===== config.mk =====
export PLATFORM = sky130hd
export DESIGN_NAME = fetch_unit
export DESIGN_NICKNAME = d
export VERILOG_FILES = /design/src/rtl/fetch_pkg.sv /design/src/rtl/fetch_unit.sv
export SDC_FILE = /design/constraint.sdc
export NUM_CORES = 1
export LEC_CHECK = 0
export BUFFER_PORTS_ARGS = -buffer_cell sky130_fd_sc_hd__buf_2
export CAP_MARGIN = 20
export CORE_ASPECT_RATIO = 0.75
export CORE_UTILIZATION = 35
export DETAILED_ROUTE_END_ITERATION = 6
export GPL_TIMING_DRIVEN = 0
export SKIP_LAST_GASP = 1
export SLEW_MARGIN = 20
export SYNTH_ARGS = -nofsm -noshare
export SYNTH_HDL_FRONTEND = slang
export SYNTH_SLANG_ARGS = --single-unit

===== constraint.sdc =====
create_clock -name clk -period 5 [get_ports clk]
set_input_delay 0 -clock clk [delete_from_list [all_inputs] [get_ports clk]]
set_output_delay 0 -clock clk [all_outputs]
set_load 0.02 [all_outputs]

===== src/rtl/fetch_pkg.sv =====
// Shared definitions for the instruction-fetch stage and its neighbours.
// INS_W is also used by the control decoder.
package fetch_pkg;

    localparam int unsigned INS_W            = 32;
    localparam logic [31:0] DEFAULT_RESET_PC = 32'h0000_0000;
    localparam int unsigned DEFAULT_PC_STEP  = 4;

    typedef enum logic [1:0] {
        S_IDLE  = 2'd0,
        S_REQ   = 2'd1,
        S_HOLD  = 2'd2,
        S_DRAIN = 2'd3
    } fetch_state_t;

endpackage


===== src/rtl/fetch_unit.sv =====
// Instruction-fetch stage: PC register, imem req/ack master, instruction register
// with valid/taken handshake to decode, and redirect handling.
//
// state   | meaning
// --------+------------------------------------------------------------
// S_IDLE  | first cycle after reset, no request yet
// S_REQ   | request outstanding at imemAddr, data will be kept
// S_HOLD  | ins holds a live instruction, waiting for insTaken
// S_DRAIN | stale request still outstanding, target latched in tgt_q
module fetch_unit
    import fetch_pkg::*;
#(
    parameter int unsigned       ADDR_W   = 32,
    parameter logic [ADDR_W-1:0] RESET_PC = ADDR_W'(DEFAULT_RESET_PC),
    parameter int unsigned       PC_STEP  = DEFAULT_PC_STEP
) (
    input  logic              clk,
    input  logic              reset_n,
    output logic              imemReq,
    output logic [ADDR_W-1:0] imemAddr,
    input  logic              imemAck,
    input  logic [INS_W-1:0]  imemData,
    output logic [INS_W-1:0]  ins,
    output logic              insValid,
    input  logic              insTaken,
    output logic [ADDR_W-1:0] pc,
    input  logic              redirect,
    input  logic [ADDR_W-1:0] redirectPc
);

    fetch_state_t      state_q, state_nxt;
    logic [ADDR_W-1:0] pc_q, pc_nxt;
    logic [ADDR_W-1:0] addr_q, addr_nxt;
    logic [ADDR_W-1:0] tgt_q, tgt_nxt;
    logic [INS_W-1:0]  ins_q, ins_nxt;
    logic              req_q, req_nxt;
    logic              valid_q, valid_nxt;

    logic [ADDR_W-1:0] rd_tgt;
    logic [ADDR_W-1:0] pc_inc;

    assign rd_tgt = {redirectPc[ADDR_W-1:2], 2'b00};
    assign pc_inc = pc_q + ADDR_W'(PC_STEP);

    always_ff @(posedge clk or negedge reset_n) begin
        if (!reset_n) begin
            state_q <= S_IDLE;
            pc_q    <= RESET_PC;
            addr_q  <= RESET_PC;
            tgt_q   <= RESET_PC;
            ins_q   <= '0;
            req_q   <= 1'b0;
            valid_q <= 1'b0;
        end else begin
            state_q <= state_nxt;
            pc_q    <= pc_nxt;
            addr_q  <= addr_nxt;
            tgt_q   <= tgt_nxt;
            ins_q   <= ins_nxt;
            req_q   <= req_nxt;
            valid_q <= valid_nxt;
        end
    end

    always_comb begin
        state_nxt = state_q;
        pc_nxt    = pc_q;
        addr_nxt  = addr_q;
        tgt_nxt   = tgt_q;
        ins_nxt   = ins_q;
        req_nxt   = req_q;
        valid_nxt = valid_q;

        case (state_q)
            S_IDLE: begin
                state_nxt = S_REQ;
                req_nxt   = 1'b1;
                if (redirect) begin
                    pc_nxt   = rd_tgt;
                    addr_nxt = rd_tgt;
                end else begin
                    addr_nxt = pc_q;
                end
            end

            S_REQ: begin
                if (redirect) begin
                    // The request cannot be withdrawn; only move the address once it is acked.
                    if (imemAck) begin
                        pc_nxt   = rd_tgt;
                        addr_nxt = rd_tgt;
                    end else begin
                        tgt_nxt   = rd_tgt;
                        state_nxt = S_DRAIN;
                    end
                end else if (imemAck) begin
                    ins_nxt   = imemData;
                    valid_nxt = 1'b1;
                    req_nxt   = 1'b0;
                    state_nxt = S_HOLD;
                end
            end

            S_HOLD: begin
                if (redirect) begin
                    valid_nxt = 1'b0;
                    pc_nxt    = rd_tgt;
                    addr_nxt  = rd_tgt;
                    req_nxt   = 1'b1;
                    state_nxt = S_REQ;
                end else if (insTaken) begin
                    valid_nxt = 1'b0;
                    pc_nxt    = pc_inc;
                    addr_nxt  = pc_inc;
                    req_nxt   = 1'b1;
                    state_nxt = S_REQ;
                end
            end

            S_DRAIN: begin
                if (imemAck) begin
                    pc_nxt    = redirect ? rd_tgt : tgt_q;
                    addr_nxt  = redirect ? rd_tgt : tgt_q;
                    state_nxt = S_REQ;
                end else if (redirect) begin
                    tgt_nxt = rd_tgt;
                end
            end

            default: begin
                state_nxt = S_IDLE;
                req_nxt   = 1'b0;
                valid_nxt = 1'b0;
            end
        endcase
    end

    assign imemReq  = req_q;
    assign imemAddr = addr_q;
    assign ins      = ins_q;
    assign insValid = valid_q;
    assign pc       = pc_q;

endmodule


# After elaboration in Yosys (flattened, before gate mapping)
# Cells that the tools add are included.
# totals
register_bits	100
inputBits	69
out_inout_bits	98
word_cells	60
# classes
add_sub_neg	1
n_eq_ne	13
mux	29
bitwise	1
reduce_logical	10
# op_table
op	n
32-bit two-way mux	10
32-bit case mux with 4 select lines	1
32-bit case mux with 2 select lines	1
32-bit by 3-bit adder with 32-bit output (second input constant)	1
4-bit AND reduction	4
2-bit != test (second input constant)	7
2-bit two-way mux	6
3-bit != test (second input constant)	3
1-bit two-way mux	8
2-bit case mux with 4 select lines	1
5-bit AND reduction	1
2-bit equality test (second input constant)	2
2-bit nonzero test	2
1-bit case mux with 3 select lines	1
3-bit AND reduction	1
3-bit nonzero test	1
2-bit by 1-bit equality test with 1-bit output (second input constant)	1
2-bit zero test	1
1-bit case mux with 2 select lines	1
1-bit NOT	1

# Depth between registers and ports, before layout
# Gate-level depths: netlist (run 1).
# logic_depth
word_depth	4
ltp_mapped	9

# Worst setup path after synthesis (run 1)
# OpenSTA, ideal clock, no wires.
# synth_timing
path_type	register to register
startpoint	reg, netlist name imemAddr[2]
endpoint	reg addr_q[28] (netlist: imemAddr[28])
setup_time_ps	124
t_arrival_ps	1965
required_time_ps	4876
path_slack_ps	2911
path_stages_with_launch	7
cell_sequence	dfrtp_1 ha_1 nand3_1 or4_4 nor3_1 xnor2_1 o21ai_1
# synth_lines
element	line_no	source
end signal: assignment	fetch_unit.sv:57	addr_q <= addr_nxt;
end: declaration	fetch_unit.sv:33	logic [ADDR_W-1:0] addr_q, addr_nxt;

# Final worst setup path (run 1)
# layout_timing
startpoint	reg state_q[0]
endpoint	reg addr_q[17] (netlist: imemAddr[17])
# layout_via
elab_chain_cells	3
elab_cells_between_ends	11
cone_classes	eq/ne (8); mux (1); reduce/logical (2)
# layout_rtl
element	line_no	source
start: declaration	fetch_unit.sv:31	fetch_state_t state_q, state_nxt;
start signal: assignment	fetch_unit.sv:55	state_q <= state_nxt;
2-bit equality test, or another cell as far along	fetch_unit.sv:74	case (state_q)
3-bit != test (no line) or 2-bit != test (tied branches)	n/a	
5-bit AND reduction (no line)	n/a	
# Parallel ways exist; a longest one is shown, timed or not.
# A chain may end at the register's enable or synchronous reset.

==> metrics, run 1 <==
Finished Cell Area 7450 um^2; Detail Placement HPWL 12,000 um; drt drc 0; leading post-synthesis cells by cell area dfrtp_1, mux2_2, o21ai_0, buf_4, nand2_1; WS Path Type register to register; area grow syn2layout 37.6%; final period utilization 0.512; Inserted Diodes 0; Slew @ Worst Pin 0.898 ns; Post-synth ARST share 1.00; initial antenna violation count 0; WL/cell 17.6 um; clock skew 0.0122 ns; Seq/Total Area, Yosys 0.462; total track usage 0.221; CTS Buf Count 9; CTS tree done; # clock sinks 100; RSZ-0062 raised after global routing false; Final setup viols 0; placed insts 897; minimum clock period 2.56 ns; initial DRC count 436; router iterations before antenna repair 5; placed cell areas 6520 um^2; clock-pin slew on the worst setup and hold paths 0.07 ns; port bufs 163; routability cong. 0.872; worst setup margin 2.44 ns; DIE HEIGHT 110 um; Core Region 14,800 um^2; Syn Nets 603; number of flops mapped to enable cells by yosys 0; PD cells 409 nW/um^2; # rows 38; Worst-Skew Late Latency 0.36 ns; WL final 17,200 um; worst hold path class input port to register; number of warnings issued by yosys 0; critical path required time 5.21 ns; vias in the first global route 4,908; layout cells sized above 1 0.369; post-route ant nets 0; nets 842; total power 3.05 mW; Setup TNS Final 0 ns; pre-CTS setup slack 2.49 ns; Die X 146 um; CP Launch Type register; area share of the largest cell type after synthesis 0.462; max-cap violation count 0; Arrival @ worst endpoint 2.77 ns; Layout Cells excl Fill 977; final hold violations 0; dominant synthesized flop cell dfrtp_1; CTS root buffer clkbuf_16; Slew Limit Fails 0; most common cell after layout, fill and taps aside buf_2; average cell area after synthesis 10.2 um^2; commonest non-fill, non-tap cells in the layout buf_2, dfrtp_1, dlygate4sd3_1; largest net degree at the start of global routing 55; htree depth 3; area leader, netlist dfrtp_1; die area 16,000 um^2; Crit. End Element register; final design utilization 0.504; global-route wire length before repair 27,000 um; Post-Syn Area 5420 um^2; drt via density 5.27; Mapped Cells 533; status finished, final reports clean; Leak 3.32 nW; Clock Tree Buf Depth 2; worst-path maximum fanout 10; post-cts resize count 0; fmax 391 MHz; FF+latch count, synth 100; total congestion overflow 0; io pins 167; final hold slack 0.00987 ns; Slew headroom 0.396; Max IR drop VDD 0.184 mV; Synth cell types 46; Starting Density 0.366; routed vias 5,146
## registers in the layout, indices dropped and copies added (netlist names)
name      flops
state_q       2
insValid      1
ins          32
imemAddr     32
imemReq       1
tgt_q        32
## kinds of logic after synthesis
logic type      count (synthesis)  share of synthesized area
xor+xnor                       18                     0.0291
buf+inv                        75                     0.0755
compound gates                132                      0.162
flops                         100                      0.462
mux                            64                      0.133
fa+ha+maj                       1                    0.00231
simple gates                  143                      0.137
## final cells by class
cell class	instances	area [um^2]
Fill cell	1381	7330
Clock buffer	9	225
Timing Repair Buffer	228	1490
Multi-Input combinational cell	358	2510
Sequential cell	100	2500
Buffer	68	383
Inverter	7	26.3
Tap cell	200	250
Clock inverter	7	68.8
## final timing paths
path	startpoint	end	slack, ns	depth (start not counted)
worst max-delay path	state_q[0]	imemAddr[17]	2.44	7
worst min register to register	tgt_q[0]	tgt_q[0]	0.50	1
worst min-delay path	insTaken	imemReq	0.01	3
min in group asynchronous	reset_n	ins[19]	0.16	2
max in group asynchronous	reset_n	imemAddr[14]	4.21	3
worst max register to register	state_q[0]	imemAddr[17]	2.44	7
## critical path, cell delays in order, from the launching register on
cell and delay, ns:
dfrtp_1 0.33, buf_2 0.21, nor3_1 0.09, nor3_1 0.70
clkbuf_1 0.54, o21ai_0 0.28, o21ai_0 0.15, o211ai_1 0.12
## per-layer routing
metal  wire length [um]  up-vias  GRT usage  part of all wire
li1                   -     2404          -                 -
met1               7720     2479      0.300              0.45
met2               7850      251      0.356              0.46
met3               1470       12     0.0519             0.085
met4                164        0     0.0549            0.0095
met5                  0        -          0                 0
## cells in the mapped netlist (3+ instances only)
| cell type | n |
|---|---|
| a211oi_1 | 5 |
| a21oi_1 | 9 |
| a221o_1 | 3 |
| a221oi_1 | 13 |
| a22o_1 | 10 |
| a22oi_1 | 3 |
| a2bb2oi_1 | 8 |
| a31oi_1 | 9 |
| and2_1 | 3 |
| and3_1 | 8 |
| buf_1 | 5 |
| buf_2 | 6 |
| buf_4 | 32 |
| clkbuf_1 | 25 |
| dfrtp_1 | 100 |
| inv_1 | 6 |
| mux2_2 | 62 |
| nand2_1 | 46 |
| nand2b_1 | 3 |
| nand3_1 | 17 |
| nand4_1 | 8 |
| nor2_1 | 29 |
| nor2b_1 | 4 |
| nor3_1 | 9 |
| nor4_1 | 4 |
| o211ai_1 | 4 |
| o21ai_0 | 52 |
| o21ai_1 | 4 |
| o2bb2ai_1 | 6 |
| or3_1 | 3 |
| xnor2_1 | 10 |
| xor2_1 | 8 |
## what timing repair did
action | in CTS | in global routing
setup buffers | 0 | 0
endpoints found under the hold margin | 160 | 0
hold buffers | 64 | 0
## report_power, final
part	internal (mW)	leakage, nW	switching [mW]
sequential	1.00	1.17	0.188
combinational	0.501	2.01	0.656
clock	0.351	0.138	0.349
total	1.85	3.32	1.19
Power figures use the tool's default switching activity.
==> run 2: changes to the inputs <==
==> constraint.sdc (replaced) <==
create_clock -name clk -period 2.45 [get_ports clk]
set_input_delay 0 -clock clk [delete_from_list [all_inputs] [get_ports clk]]
set_output_delay 0 -clock clk [all_outputs]
set_load 0.02 [all_outputs]
==> metrics, run 2 (synthesized netlist as in run 1, its figures left out) <==
io pins 167 (unchanged); CTS root buffer clkbuf_16 (unchanged); FILL cells 1,380 (was 1,381); Inserted Diodes 0 (unchanged); worst setup margin 0.145 ns (was 2.44 ns); register area 2500 um^2 (about the same); most common cell after layout, fill and taps aside buf_2 (unchanged); WL/cell 17.6 um (about the same); WS Path Type register to register (unchanged); drt via density 5.29 (was 5.27); Leak 3.33 nW (was 3.32 nW); placed cell areas 6520 um^2 (unchanged); Comb pwr share 0.380 (about the same); total power 6.23 mW (was 3.05 mW); Max IR drop VDD 0.375 mV (was 0.184 mV); Slew Limit Fails 0 (unchanged); Finished Cell Area 7470 um^2 (was 7450 um^2); Flop pwr share 0.390 (about the same); Arrival @ worst endpoint 2.58 ns (was 2.77 ns); total congestion overflow 0 (unchanged); slowest CP cell or4_4 (was nor3_1); CP delay by family, top simple AND/OR/NAND/NOR gates (unchanged); die area 16,000 um^2 (unchanged); initial antenna violation count 0 (unchanged); layout cells sized above 1 0.378 (was 0.369); port bufs 163 (unchanged); CTS tree done (unchanged); htree depth 3 (unchanged); RSZ-0062 raised after global routing false (unchanged); max-cap violation count 0 (unchanged); final hold violations 0 (unchanged); PD cells 833 nW/um^2 (was 409 nW/um^2); global-route wire length before repair 27,100 um (was 27,000 um); # clock sinks 100 (unchanged); clock network fraction of design power 0.230 (about the same); WL final 17,200 um (about the same); vias in the first global route 4,920 (was 4,908); Worst-Skew Late Latency 0.36 ns (about the same); pre-CTS setup slack -0.0629 ns (was 2.49 ns); initial DRC count 459 (was 436); Clock Tree Buf Depth 2 (unchanged); final hold slack 0.00943 ns (was 0.00987 ns); Final setup viols 0 (unchanged); total internal power 3.78 mW (was 1.85 mW); DIE HEIGHT 110 um (unchanged); worst hold path class input port to register (unchanged); clock-pin slew on the worst setup and hold paths 0.08 ns (was 0.07 ns); router iterations before antenna repair 6 (was 5); Multi-input gate area 2520 um^2 (was 2510 um^2); Detail Placement HPWL 12,000 um (unchanged); total track usage 0.221 (about the same); Slew headroom 0.530 (was 0.396); CP Launch Type register (unchanged); worst stage delay on the critical path 0.63 ns (was 0.70 ns); cell chain of the critical path ha_1, nand3_2, or4_4, nor4_1, a211oi_1, o21ai_0 (was buf_2, nor3_1, nor3_1, clkbuf_1, o21ai_0, o21ai_0, o211ai_1); final period utilization 0.941 (was 0.512); clock skew 0.0114 ns (was 0.0122 ns); drt drc 0 (unchanged); fmax 434 MHz (was 391 MHz); Core Region 14,800 um^2 (unchanged); area grow syn2layout 37.9% (was 37.6%); minimum clock period 2.30 ns (was 2.56 ns); critical path required time 2.72 ns (was 5.21 ns); Post-CTS Setup Bufs 0 (unchanged); nets 842 (unchanged); post-route ant nets 0 (unchanged); final design utilization 0.505 (was 0.504); NetSw 2.44 mW (was 1.19 mW); # rows 38 (unchanged); status finished, final reports clean (unchanged); Crit. End Element register (unchanged); largest net degree at the start of global routing 55 (unchanged); Sw Ratio 0.392 (about the same); commonest non-fill, non-tap cells in the layout buf_2, dfrtp_1, dlygate4sd3_1 (unchanged); routed vias 5,171 (was 5,146); worst-path maximum fanout 6 (was 10); routability cong. 0.872 (unchanged); Die X 146 um (unchanged); CTS Buf Count 9 (unchanged); Starting Density 0.366 (unchanged); worst path bufs/invs 0 (was 2); Slew @ Worst Pin 0.704 ns (was 0.898 ns)
==> run 2: worst paths after layout <==
kind | cells after the start | endpoint | startpoint | slack (ns)
worst max-delay path | 6 | imemAddr[24] | imemAddr[3] | 0.15
worst min-delay path | 3 | imemReq | insTaken | 0.009
worst max register to register | 6 | imemAddr[24] | imemAddr[3] | 0.15
worst min register to register | 1 | tgt_q[0] | tgt_q[0] | 0.50
max in group asynchronous | 3 | imemAddr[2] | reset_n | 1.66
min in group asynchronous | 2 | ins[19] | reset_n | 0.16
==> run 2: layout make-up <==
type	instances	area share
flip-flops and latches	100	0.335
repair buffers	228	0.199
clock inverters	7	0.00921
plain buffers	68	0.0518
clock buffers	9	0.0301
inverters	7	0.00352
multi-input cells	358	0.337
well taps	200	0.0335
==> run 2: per-layer routing <==
metal / share of wire / vias up / global-route usage / wire, um
met4: 0.010 / 0 / 0.0549 / 178
met3: 0.077 / 14 / 0.0519 / 1330
li1: - / 2397 / - / -
met1: 0.45 / 2523 / 0.300 / 7830
met2: 0.46 / 237 / 0.357 / 7890
met5: 0 / - / 0 / 0
==> run 2: through the flow <==
| stage | TNS, ns | std cells |
|---|---|---|
| after floorplan | 0 | 533 |
| after global placement | -0.0515 | 896 |
| after detailed placement | -0.0629 | 897 |
| after CTS | 0 | 977 |
| after global routing | 0 | 977 |
| final | 0 | 977 |
==> run 2: power groups by stage <==
stage                     Clock (mW)  Sequential, mW  Combinational (mW)
final                           1.43            2.43                2.36
after global routing            1.52            2.49                2.54
after CTS                       1.46            2.42                2.35
after detailed placement           0            2.45                2.27
after global placement             0            2.42                2.24
after floorplan                    0            2.74                1.14
==> run 2: repair_timing <==
item	CTS	global route
endpoints found under the hold margin	160	0
pin swaps	0	0
hold buffers	64	0
resized for setup	1	9
setup endpoints to repair	1	16
==> run 2: tightest hold or removal path, cell delays in order <==
cell,delay [ns]
buf_2,0.13
o21ai_0,0.10
o21ai_0,0.09
==> run 3: changes to the inputs <==
--- a/config.mk
+++ b/config.mk
@@ -8,9 +8,11 @@
 export BUFFER_PORTS_ARGS = -buffer_cell sky130_fd_sc_hd__buf_2
 export CAP_MARGIN = 20
 export CORE_ASPECT_RATIO = 0.75
+export CORE_MARGIN = 2
 export CORE_UTILIZATION = 35
 export DETAILED_ROUTE_END_ITERATION = 6
 export GPL_TIMING_DRIVEN = 0
+export HOLD_SLACK_MARGIN = 0.1
 export SKIP_LAST_GASP = 1
 export SLEW_MARGIN = 20
 export SYNTH_ARGS = -nofsm -noshare
==> metrics, run 3 (synthesized netlist as in run 1, its figures left out) <==
status finished, final reports clean (unchanged); worst hold path class input port to asynchronous set/reset pin (was input port to register); nets 843 (was 842); clock skew 0.0186 ns (was 0.0114 ns); reg-to-reg endpoint imemAddr[24] (unchanged); Clock Tree Buf Depth 2 (unchanged); Crit. End Element register (unchanged); Post-CTS Setup Bufs 0 (unchanged); layout cells sized above 1 0.375 (was 0.378); # rows 39 (was 38); routed vias 5,085 (was 5,171); Max IR drop VDD 0.404 mV (was 0.375 mV); total congestion overflow 0 (unchanged); Final setup viols 0 (unchanged); minimum clock period 2.35 ns (was 2.30 ns); RSZ-0062 raised after global routing false (unchanged); area grow syn2layout 38.0% (was 37.9%); drt via density 5.18 (was 5.29); CTS tree done (unchanged); Slew headroom 0.530 (about the same); CTS Buf Count 9 (unchanged); global-route wire length before repair 27,400 um (was 27,100 um); most common cell after layout, fill and taps aside buf_2 (unchanged); register area 2500 um^2 (about the same); Reg2Reg Launch Point imemAddr[2] (was imemAddr[3]); vias in the first global route 5,091 (was 4,920); io pins 167 (unchanged); WL final 17,200 um (about the same); largest net degree at the start of global routing 56 (was 55); drt drc 0 (unchanged); Detail Placement HPWL 12,000 um (about the same); Slew @ Worst Pin 0.705 ns (was 0.704 ns); R2R cell count 6 (unchanged); router iterations before antenna repair 5 (was 6); Starting Density 0.357 (was 0.366); # clock sinks 100 (unchanged); Inserted Diodes 0 (unchanged); port bufs 163 (unchanged); initial antenna violation count 0 (unchanged); Worst-Skew Late Latency 0.36 ns (about the same); total power 6.17 mW (was 6.23 mW); FILL cells 1,383 (was 1,380); DIE HEIGHT 112 um (was 110 um); WS Path Type register to register (unchanged); final hold violations 0 (unchanged); worst-path maximum fanout 8 (was 6); fmax 426 MHz (was 434 MHz); Leak 3.32 nW (was 3.33 nW); Arrival @ worst endpoint 2.61 ns (was 2.58 ns); Multi-input gate area 2530 um^2 (was 2520 um^2); routability cong. 0.858 (was 0.872); CP Launch Type register (unchanged); total track usage 0.211 (was 0.221); max-cap violation count 0 (unchanged); r2r setup slk 0.10 ns (was 0.15 ns); Die X 148 um (was 146 um); final hold slack 0.158 ns (was 0.00943 ns); htree depth 3 (unchanged); commonest non-fill, non-tap cells in the layout buf_2, dfrtp_1, dlygate4sd3_1 (unchanged); Core Region 15,200 um^2 (was 14,800 um^2); critical path required time 2.72 ns (about the same); CTS root buffer clkbuf_16 (unchanged); Slew Limit Fails 0 (unchanged); final period utilization 0.958 (was 0.941); WL/cell 17.5 um (was 17.6 um); initial DRC count 387 (was 459); die area 16,500 um^2 (was 16,000 um^2); post-route ant nets 0 (unchanged); PD cells 825 nW/um^2 (was 833 nW/um^2); clock-pin slew on the worst setup and hold paths 0.07 ns (was 0.08 ns)
## run 3: what timing repair did
item                                    CTS  global route
endpoints found under the setup margin    2             8
endpoints found under the hold margin   193             0
hold buffers                             65             0
gates resized for setup                   2             4
## run 3: how the worst max path moves through the flow
stage / start / endpoint / slack [ns] / cells past startpoint
final: imemAddr[2] / imemAddr[24] / 0.10 / 6
after floorplan: imemAddr[2] / imemAddr[28] / 0.36 / 6
after detailed placement: state_q[0] / imemAddr[17] / -0.004 / 7
after global placement: imemAddr[2] / imemAddr[24] / 0.02 / 6
after global routing: imemAddr[2] / imemAddr[24] / 0.008 / 6
after CTS: state_q[1] / imemAddr[17] / 0.1 / 8
## run 3: stage by stage
stage | util | worst slack [ns] | std cells | setup TNS, ns | instance area (um^2)
6_report | 0.493 | 0.104 | 982 | 0 | 7480
5_1_grt | 0.493 | 0.00803 | 982 | 0 | 7480
4_1_cts | 0.492 | 0.0996 | 982 | 0 | 7470
3_5_place_dp | 0.430 | -0.00377 | 902 | -0.00377 | 6520
3_3_place_gp | 0.428 | 0.0183 | 901 | 0 | 6490
2_1_floorplan | - | 0.361 | 533 | 0 | 5420
## run 3: cell type report
cell class / count / share of cell area
Multi-Input combinational cell: 358 / 0.338
Sequential cell: 100 / 0.335
Timing Repair Buffer: 229 / 0.201
Buffer: 68 / 0.0514
Tap cell: 205 / 0.0343
Clock buffer: 9 / 0.0301
Clock inverter: 6 / 0.00770
Inverter: 7 / 0.00351
## run 3: per-layer routing
metal  GRT usage  share of wire  wire, um
met5           0              0         0
met4      0.0590          0.013       216
met3      0.0455          0.069      1190
met2       0.334           0.46      7930
met1       0.294           0.46      7860
## run 3: power breakdown
part	switching, mW	internal [mW]	total, mW
clock network	0.679	0.703	1.38
logic	1.34	1.02	2.36
registers	0.382	2.04	2.42
## run 3: worst max-delay path: stages (launching register included)
cell and delay (ns):
dfrtp_1 0.48, ha_1 0.27, nand3_2 0.22, or4_4 0.64, nor4_2 0.32, a211oi_1 0.13, o21ai_0 0.19
